$ cat config.mk
export PLATFORM = sky130hd
export DESIGN_NAME = sample_buf_reader
export DESIGN_NICKNAME = d
export VERILOG_FILES = /design/src/rtl/audio_pkg.sv /design/src/rtl/sample_skid_fifo.sv /design/src/rtl/sample_buf_reader.sv
export SDC_FILE = /design/constraint.sdc
export NUM_CORES = 1
export LEC_CHECK = 0
export ABC_AREA = 1
export BUFFER_PORTS_ARGS = -buffer_cell sky130_fd_sc_hd__buf_2
export CORE_ASPECT_RATIO = 1.2
export CORE_MARGIN = 4
export CORE_UTILIZATION = 38
export CTS_CLUSTER_SIZE = 12
export DETAILED_ROUTE_END_ITERATION = 16
export RECOVER_POWER = 100
export SYNTH_ARGS = -nofsm -noshare
export SYNTH_HDL_FRONTEND = slang
export SYNTH_SLANG_ARGS = --single-unit
$ cat constraint.sdc
create_clock -name clk_100 -period 4.1 [get_ports clk_100]
set_input_delay 0.41 -clock clk_100 [delete_from_list [all_inputs] [get_ports clk_100]]
set_output_delay 0.41 -clock clk_100 [all_outputs]
set_load 0.05 [all_outputs]
$ cat src/rtl/audio_pkg.sv
// rtl/audio_pkg.sv - shared sizes and read-FSM state type for the audio sample path
package audio_pkg;

  localparam int SAMPLE_DEPTH  = 1024;
  localparam int SAMPLE_W      = 10;
  localparam int SAMPLE_ADDR_W = 11;

  typedef enum logic [2:0] {
    IDLE,
    REQ,
    READ,
    DRAIN,
    DONE
  } rd_state_t;

endpackage

$ cat src/rtl/sample_skid_fifo.sv
// rtl/sample_skid_fifo.sv - small skid FIFO holding returned RAM samples plus their last tag
module sample_skid_fifo #(
  parameter int DEPTH = 2,
  parameter int WIDTH = 10
) (
  input  logic                           clk_100,
  input  logic                           rst,
  input  logic                           push,
  input  logic [WIDTH-1:0]               push_data,
  input  logic                           push_last,
  input  logic                           pop,
  output logic [$clog2(DEPTH+1)-1:0]     count,
  output logic                           head_valid,
  output logic [WIDTH-1:0]               head_data,
  output logic                           head_last
);

  localparam int PTR_W = $clog2(DEPTH);
  localparam int CNT_W = $clog2(DEPTH+1);

  logic [WIDTH-1:0] data_mem [DEPTH];
  logic [DEPTH-1:0] last_mem;
  logic [PTR_W-1:0] wr_ptr;
  logic [PTR_W-1:0] rd_ptr;
  logic [CNT_W-1:0] cnt;

  // Pointers wrap at DEPTH (not necessarily a power of two); count tracks occupancy.
  always_ff @(posedge clk_100 or posedge rst) begin
    if (rst) begin
      wr_ptr <= '0;
      rd_ptr <= '0;
      cnt    <= '0;
    end else begin
      if (push) begin
        wr_ptr <= (wr_ptr == PTR_W'(DEPTH-1)) ? '0 : wr_ptr + 1'b1;
      end
      if (pop) begin
        rd_ptr <= (rd_ptr == PTR_W'(DEPTH-1)) ? '0 : rd_ptr + 1'b1;
      end
      case ({push, pop})
        2'b10:   cnt <= cnt + 1'b1;
        2'b01:   cnt <= cnt - 1'b1;
        default: cnt <= cnt;
      endcase
    end
  end

  // Entry storage needs no reset: only entries below count are ever exposed.
  always_ff @(posedge clk_100) begin
    if (push) begin
      data_mem[wr_ptr] <= push_data;
      last_mem[wr_ptr] <= push_last;
    end
  end

  assign count      = cnt;
  assign head_valid = (cnt != '0);
  assign head_data  = head_valid ? data_mem[rd_ptr] : '0;
  assign head_last  = head_valid & last_mem[rd_ptr];

endmodule

$ cat src/rtl/sample_buf_reader.sv
// rtl/sample_buf_reader.sv - requests a capture, then streams the sample RAM out; SAMPLE_BUF_AUTO_REARM_EN rearms after each frame
module sample_buf_reader
  import audio_pkg::*;
#(
  parameter int DEPTH  = SAMPLE_DEPTH,
  parameter int ADDR_W = SAMPLE_ADDR_W,
  parameter int DATA_W = SAMPLE_W,
  parameter int RD_LAT = 1
) (
  input  logic              clk_100,
  input  logic              rst,
  input  logic              start,
  output logic              req,
  input  logic              buf_ready,
  output logic              rd_en,
  output logic [ADDR_W-1:0] rd_addr,
  input  logic [DATA_W-1:0] rd_data,
  output logic              m_valid,
  input  logic              m_ready,
  output logic [DATA_W-1:0] m_data,
  output logic              m_last,
  output logic              busy,
  output logic              frame_done
);

  localparam int CNT_W      = $clog2(DEPTH) + 1;
  localparam int FIFO_DEPTH = RD_LAT + 1;
  localparam int FCNT_W     = $clog2(FIFO_DEPTH + 1);
  localparam int OCC_W      = FCNT_W + 1;

  rd_state_t         state;
  rd_state_t         state_nxt;
  logic [CNT_W-1:0]  issue_cnt;
  logic              issue;
  logic              issue_last;
  logic [RD_LAT-1:0] vld_pipe;
  logic [RD_LAT-1:0] last_pipe;
  logic [FCNT_W-1:0] inflight;
  logic [FCNT_W-1:0] fifo_count;
  logic [OCC_W-1:0]  occupancy;
  logic              push;
  logic              push_last;
  logic              pop;

  assign pop        = m_valid & m_ready;
  assign push       = vld_pipe[RD_LAT-1];
  assign push_last  = last_pipe[RD_LAT-1];
  assign issue_last = (issue_cnt == CNT_W'(DEPTH-1));

  // Outstanding samples (queued + in the RAM pipe); the slot freed by this
  // cycle's pop is credited so a continuously ready sink sees one beat per cycle
  // while the FIFO still can never receive more than FIFO_DEPTH entries.
  assign occupancy = OCC_W'(fifo_count) + OCC_W'(inflight) - OCC_W'(pop);
  assign issue     = (state == READ) && (occupancy < OCC_W'(FIFO_DEPTH));
  assign rd_addr   = ADDR_W'(issue_cnt);

  // State register.
  always_ff @(posedge clk_100 or posedge rst) begin
    if (rst) begin
      state <= IDLE;
    end else begin
      state <= state_nxt;
    end
  end

  // Next-state: frame sequencing from request through drain of the last beat.
  always_comb begin
    state_nxt = state;
    case (state)
      IDLE:    if (start) state_nxt = REQ;
      REQ:     if (buf_ready) state_nxt = READ;
      READ:    if (issue && issue_last) state_nxt = DRAIN;
      DRAIN:   if (pop && m_last) state_nxt = DONE;
`ifdef SAMPLE_BUF_AUTO_REARM_EN
      DONE:    state_nxt = REQ;
`else
      DONE:    state_nxt = IDLE;
`endif
      default: state_nxt = IDLE;
    endcase
  end

  // Outputs decoded from the current state.
  always_comb begin
    req        = (state == REQ);
    busy       = (state != IDLE);
    frame_done = (state == DONE);
    rd_en      = issue;
  end

  // Read address counter: cleared on frame acceptance, parked at DEPTH-1 after the last issue.
  always_ff @(posedge clk_100 or posedge rst) begin
    if (rst) begin
      issue_cnt <= '0;
    end else if ((state == REQ) && buf_ready) begin
      issue_cnt <= '0;
    end else if (issue && !issue_last) begin
      issue_cnt <= issue_cnt + 1'b1;
    end
  end

  // RAM latency delay line carrying valid and last tag, plus the in-flight count.
  always_ff @(posedge clk_100 or posedge rst) begin
    if (rst) begin
      vld_pipe  <= '0;
      last_pipe <= '0;
      inflight  <= '0;
    end else begin
      vld_pipe[0]  <= issue;
      last_pipe[0] <= issue & issue_last;
      for (int i = 1; i < RD_LAT; i++) begin
        vld_pipe[i]  <= vld_pipe[i-1];
        last_pipe[i] <= last_pipe[i-1];
      end
      inflight <= inflight + FCNT_W'(issue) - FCNT_W'(push);
    end
  end

  sample_skid_fifo #(
    .DEPTH (FIFO_DEPTH),
    .WIDTH (DATA_W)
  ) u_skid (
    .clk_100    (clk_100),
    .rst        (rst),
    .push       (push),
    .push_data  (rd_data),
    .push_last  (push_last),
    .pop        (pop),
    .count      (fifo_count),
    .head_valid (m_valid),
    .head_data  (m_data),
    .head_last  (m_last)
  );

endmodule
==> metrics.md <==
| Metric | Value |
|---|---|
| Post-DP HPWL | `3070 um` |
| Latest clock arrival within the worst-skew pair | `290 ps` |
| Final setup viols | `0` |
| Nets | `291` |
| R2r startpoint | `u_skid.count[1]` |
| CTS H-tree lvls | `2` |
| Main area contributors after synthesis | `edfxtp_1 (30%), dfrtp_1 (25%), nand2_1 (9.0%)` |
| Final GP Congestion | `0.752` |
| RSZ-0062 raised after global routing | `no` |
| Mean area per synthesized cell | `9.72 um^2` |
| Vias | `1,618` |
| Top-Level Pins | `42` |
| # diodes | `0` |
| Starting Density | `39.2%` |
| Layout area overhead | `12.9%` |
| Hold Vio Cnt, Final | `0` |
| Largest net degree at the start of global routing | `23` |
| Die span in x | `77.6 um` |
| CTS Buffer Depth | `2` |
| Vias per cell | `4.82` |
| Status | `finished clean` |
| Crit. Startpoint | `u_skid.count[1]` |
| Final slew viol count | `0` |
| Final Cell Area | `2490 um^2` |
| First-pass iteration count of the detailed router | `4` |
| First-pass GRT wire length | `7180 um` |
| CTS Buf Count | `5` |
| CTS tree | `built` |
| Worst EP required | `3690 ps` |
| Most Crowded Layer GR | `met2` |
| Seq/Total Area, Yosys | `54.9%` |
| Die Footprint | `7100 um^2` |
| Worst Tran Pin Value | `972 ps` |
| Critical Path AT | `2980 ps` |
| Initial DRC count | `69` |
| Hold buffers post-CTS | `0` |
| Routed WL | `4330 um` |
| Yosys warnings | `0` |
| Met2 usage | `22.0%` |
| Worst setup SP type | `flop` |
| Overall routing resource usage | `12.8%` |
| Biggest area consumer among synthesized cells | `edfxtp_1` |
| Vias in the first global route | `1,554` |
| Yosys top cell area share | `29.9%` |
| GRT overflow | `0` |
| Post-detailed-route wirelength per cell | `12.9 um` |
| Area of placed instances | `2470 um^2` |
| Max_cap viols | `0` |
| Leakage power | `1.11 nW` |
| #FFs+latches synth | `44` |
| PostCTS Resize Cnt | `0` |
| CTS sink count | `44` |
| Setup TNS | `0 ps` |
| Peak supply drop | `367 uV` |
| Min-Delay Path Class | `in -> async` |
| Die Span Y | `91.5 um` |
| Pwr dens | `790 nW/um^2` |
| Crit end category | `primary output` |
| Synthesized area | `2210 um^2` |
| Drt drc | `0` |
| Layout cell share with drive strength beyond 1 | `9.93%` |
| CP Class | `reg -> out` |
| Syn nets | `247` |
| Clock skew | `10.3 ps` |
| CORE AREA | `5630 um^2` |
| FP Rows | `30` |
| ANT nets after route | `0` |
| Slew margin rel. | `35.0%` |
| Synth unique cells | `31` |
| FMAX | `295 MHz` |
| Final Cycle Share | `82.6%` |
| Register-to-register setup slack | `920 ps` |
| IO buf count | `41` |
| CP max FO | `12` |
| Global-route met3 utilization | `3.57%` |
| Clock Pin Slew Worst Setup and Hold Paths | `90 ps` |
| CTS root buf | `clkbuf_8` |
| Syn Inst Count | `227` |
| Setup Fix Bufs, Post-CTS | `0` |
| Min Tclk post-route | `3390 ps` |
| Initial antenna violation count | `0` |
| Met1 GRT Util | `15.4%` |
[placed cells by master, fill, tap and decap left out, types with 2 or more instances in the layout]
master,instances
inv_1,36
nand4_1,5
o211ai_1,2
nand2_1,55
o21ai_0,8
xor2_1,6
nand2_4,2
nand3b_1,2
nand3_1,17
a21oi_1,11
clkbuf_8,5
nor2_1,12
edfxtp_1,22
ha_1,4
clkbuf_1,31
buf_2,11
dfrtp_1,22
nor3_1,7
[area by class of cell]
class / count / area, um^2
fillers: 560 / 3140
flip-flops and latches: 44 / 1210
multi-input cells: 142 / 782
repair buffers: 42 / 171
inverters: 36 / 135
well taps: 64 / 80.1
clock buffers: 5 / 68.8
clock inverters: 3 / 42.5
[stage by stage]
step	cells	total power [mW]	utilization, %	hold WS (ps)	setup slack [ps]
floorplan	227	1.51	-	399	1730
global placement	328	1.74	43.9	422	1480
detailed placement	328	1.75	43.9	441	1420
CTS	336	2.08	45.9	294	1080
global route	336	2.11	44.2	289	491
finish	336	1.97	44.2	286	714
[routing by layer]
metal,share of wire (%),vias up
met5,0,-
met4,0.74,0
met3,4.2,2
met2,50,28
met1,45,761
li1,-,827
[kinds of logic after synthesis]
kind of cell | after synthesis | synth area share [%]
adders and majority gates | 5 | 3.17
xor gates and xnor gates | 7 | 2.78
buffers and inverters | 41 | 7.31
AOI/OAI and AO/OA | 23 | 6.07
and+or+nand+nor | 107 | 25.8
DFF | 44 | 54.9
[sequential cells by signal, summed over array words and instances (netlist names)]
signal / count
inflight: 2
last_pipe: 1
push: 1
rd_addr: 11
state: 3
u_skid.count: 2
u_skid.data_mem: 20
u_skid.last_mem: 2
u_skid.rd_ptr: 1
u_skid.wr_ptr: 1
[final timing paths]
check | to | cells after the start
worst max-delay path | rd_en | 9
worst min-delay path | state[1] | 2
worst max register to register | rd_addr[5] | 13
worst min register to register | u_skid.last_mem[1] | 0
max in group asynchronous | state[2] | 2
min in group clk_100 | u_skid.data_mem[0][4] | 1
[cells in the mapped netlist]
cell type and n:
a21oi_1 11, and3_1 1, buf_1 1, buf_6 1, clkbuf_1 3, dfrtp_1 22, edfxtp_1 22, fa_1 1
ha_1 4, inv_1 36, nand2_1 53, nand2_2 1, nand2_4 2, nand2_8 2, nand3_1 16, nand3_2 1
nand3_4 1, nand3b_1 2, nand4_1 5, nor2_1 11, nor2_2 1, nor2_4 2, nor2_8 1, nor3_1 7
nor3_4 1, o211ai_1 2, o21ai_0 7, o21ai_2 2, o21bai_2 1, xnor2_1 1, xor2_1 6
[critical path, cell delays in order, from the launching register on]
cell	delay [ps]
dfrtp_1	410
nor2_1	100
clkbuf_1	470
nor2_1	140
nand2_1	130
inv_1	70
fa_1	510
nand3_1	190
nor2_8	180
clkbuf_1	480
[power by group]
| group | leakage [nW] | switching [mW] | internal (mW) |
|---|---|---|---|
| Combinational | 0.577 | 0.763 | 0.213 |
| Sequential | 0.482 | 0.102 | 0.565 |
| Clock | 0.0558 | 0.144 | 0.180 |
Note: power is estimated with default switching activity, not from simulation.
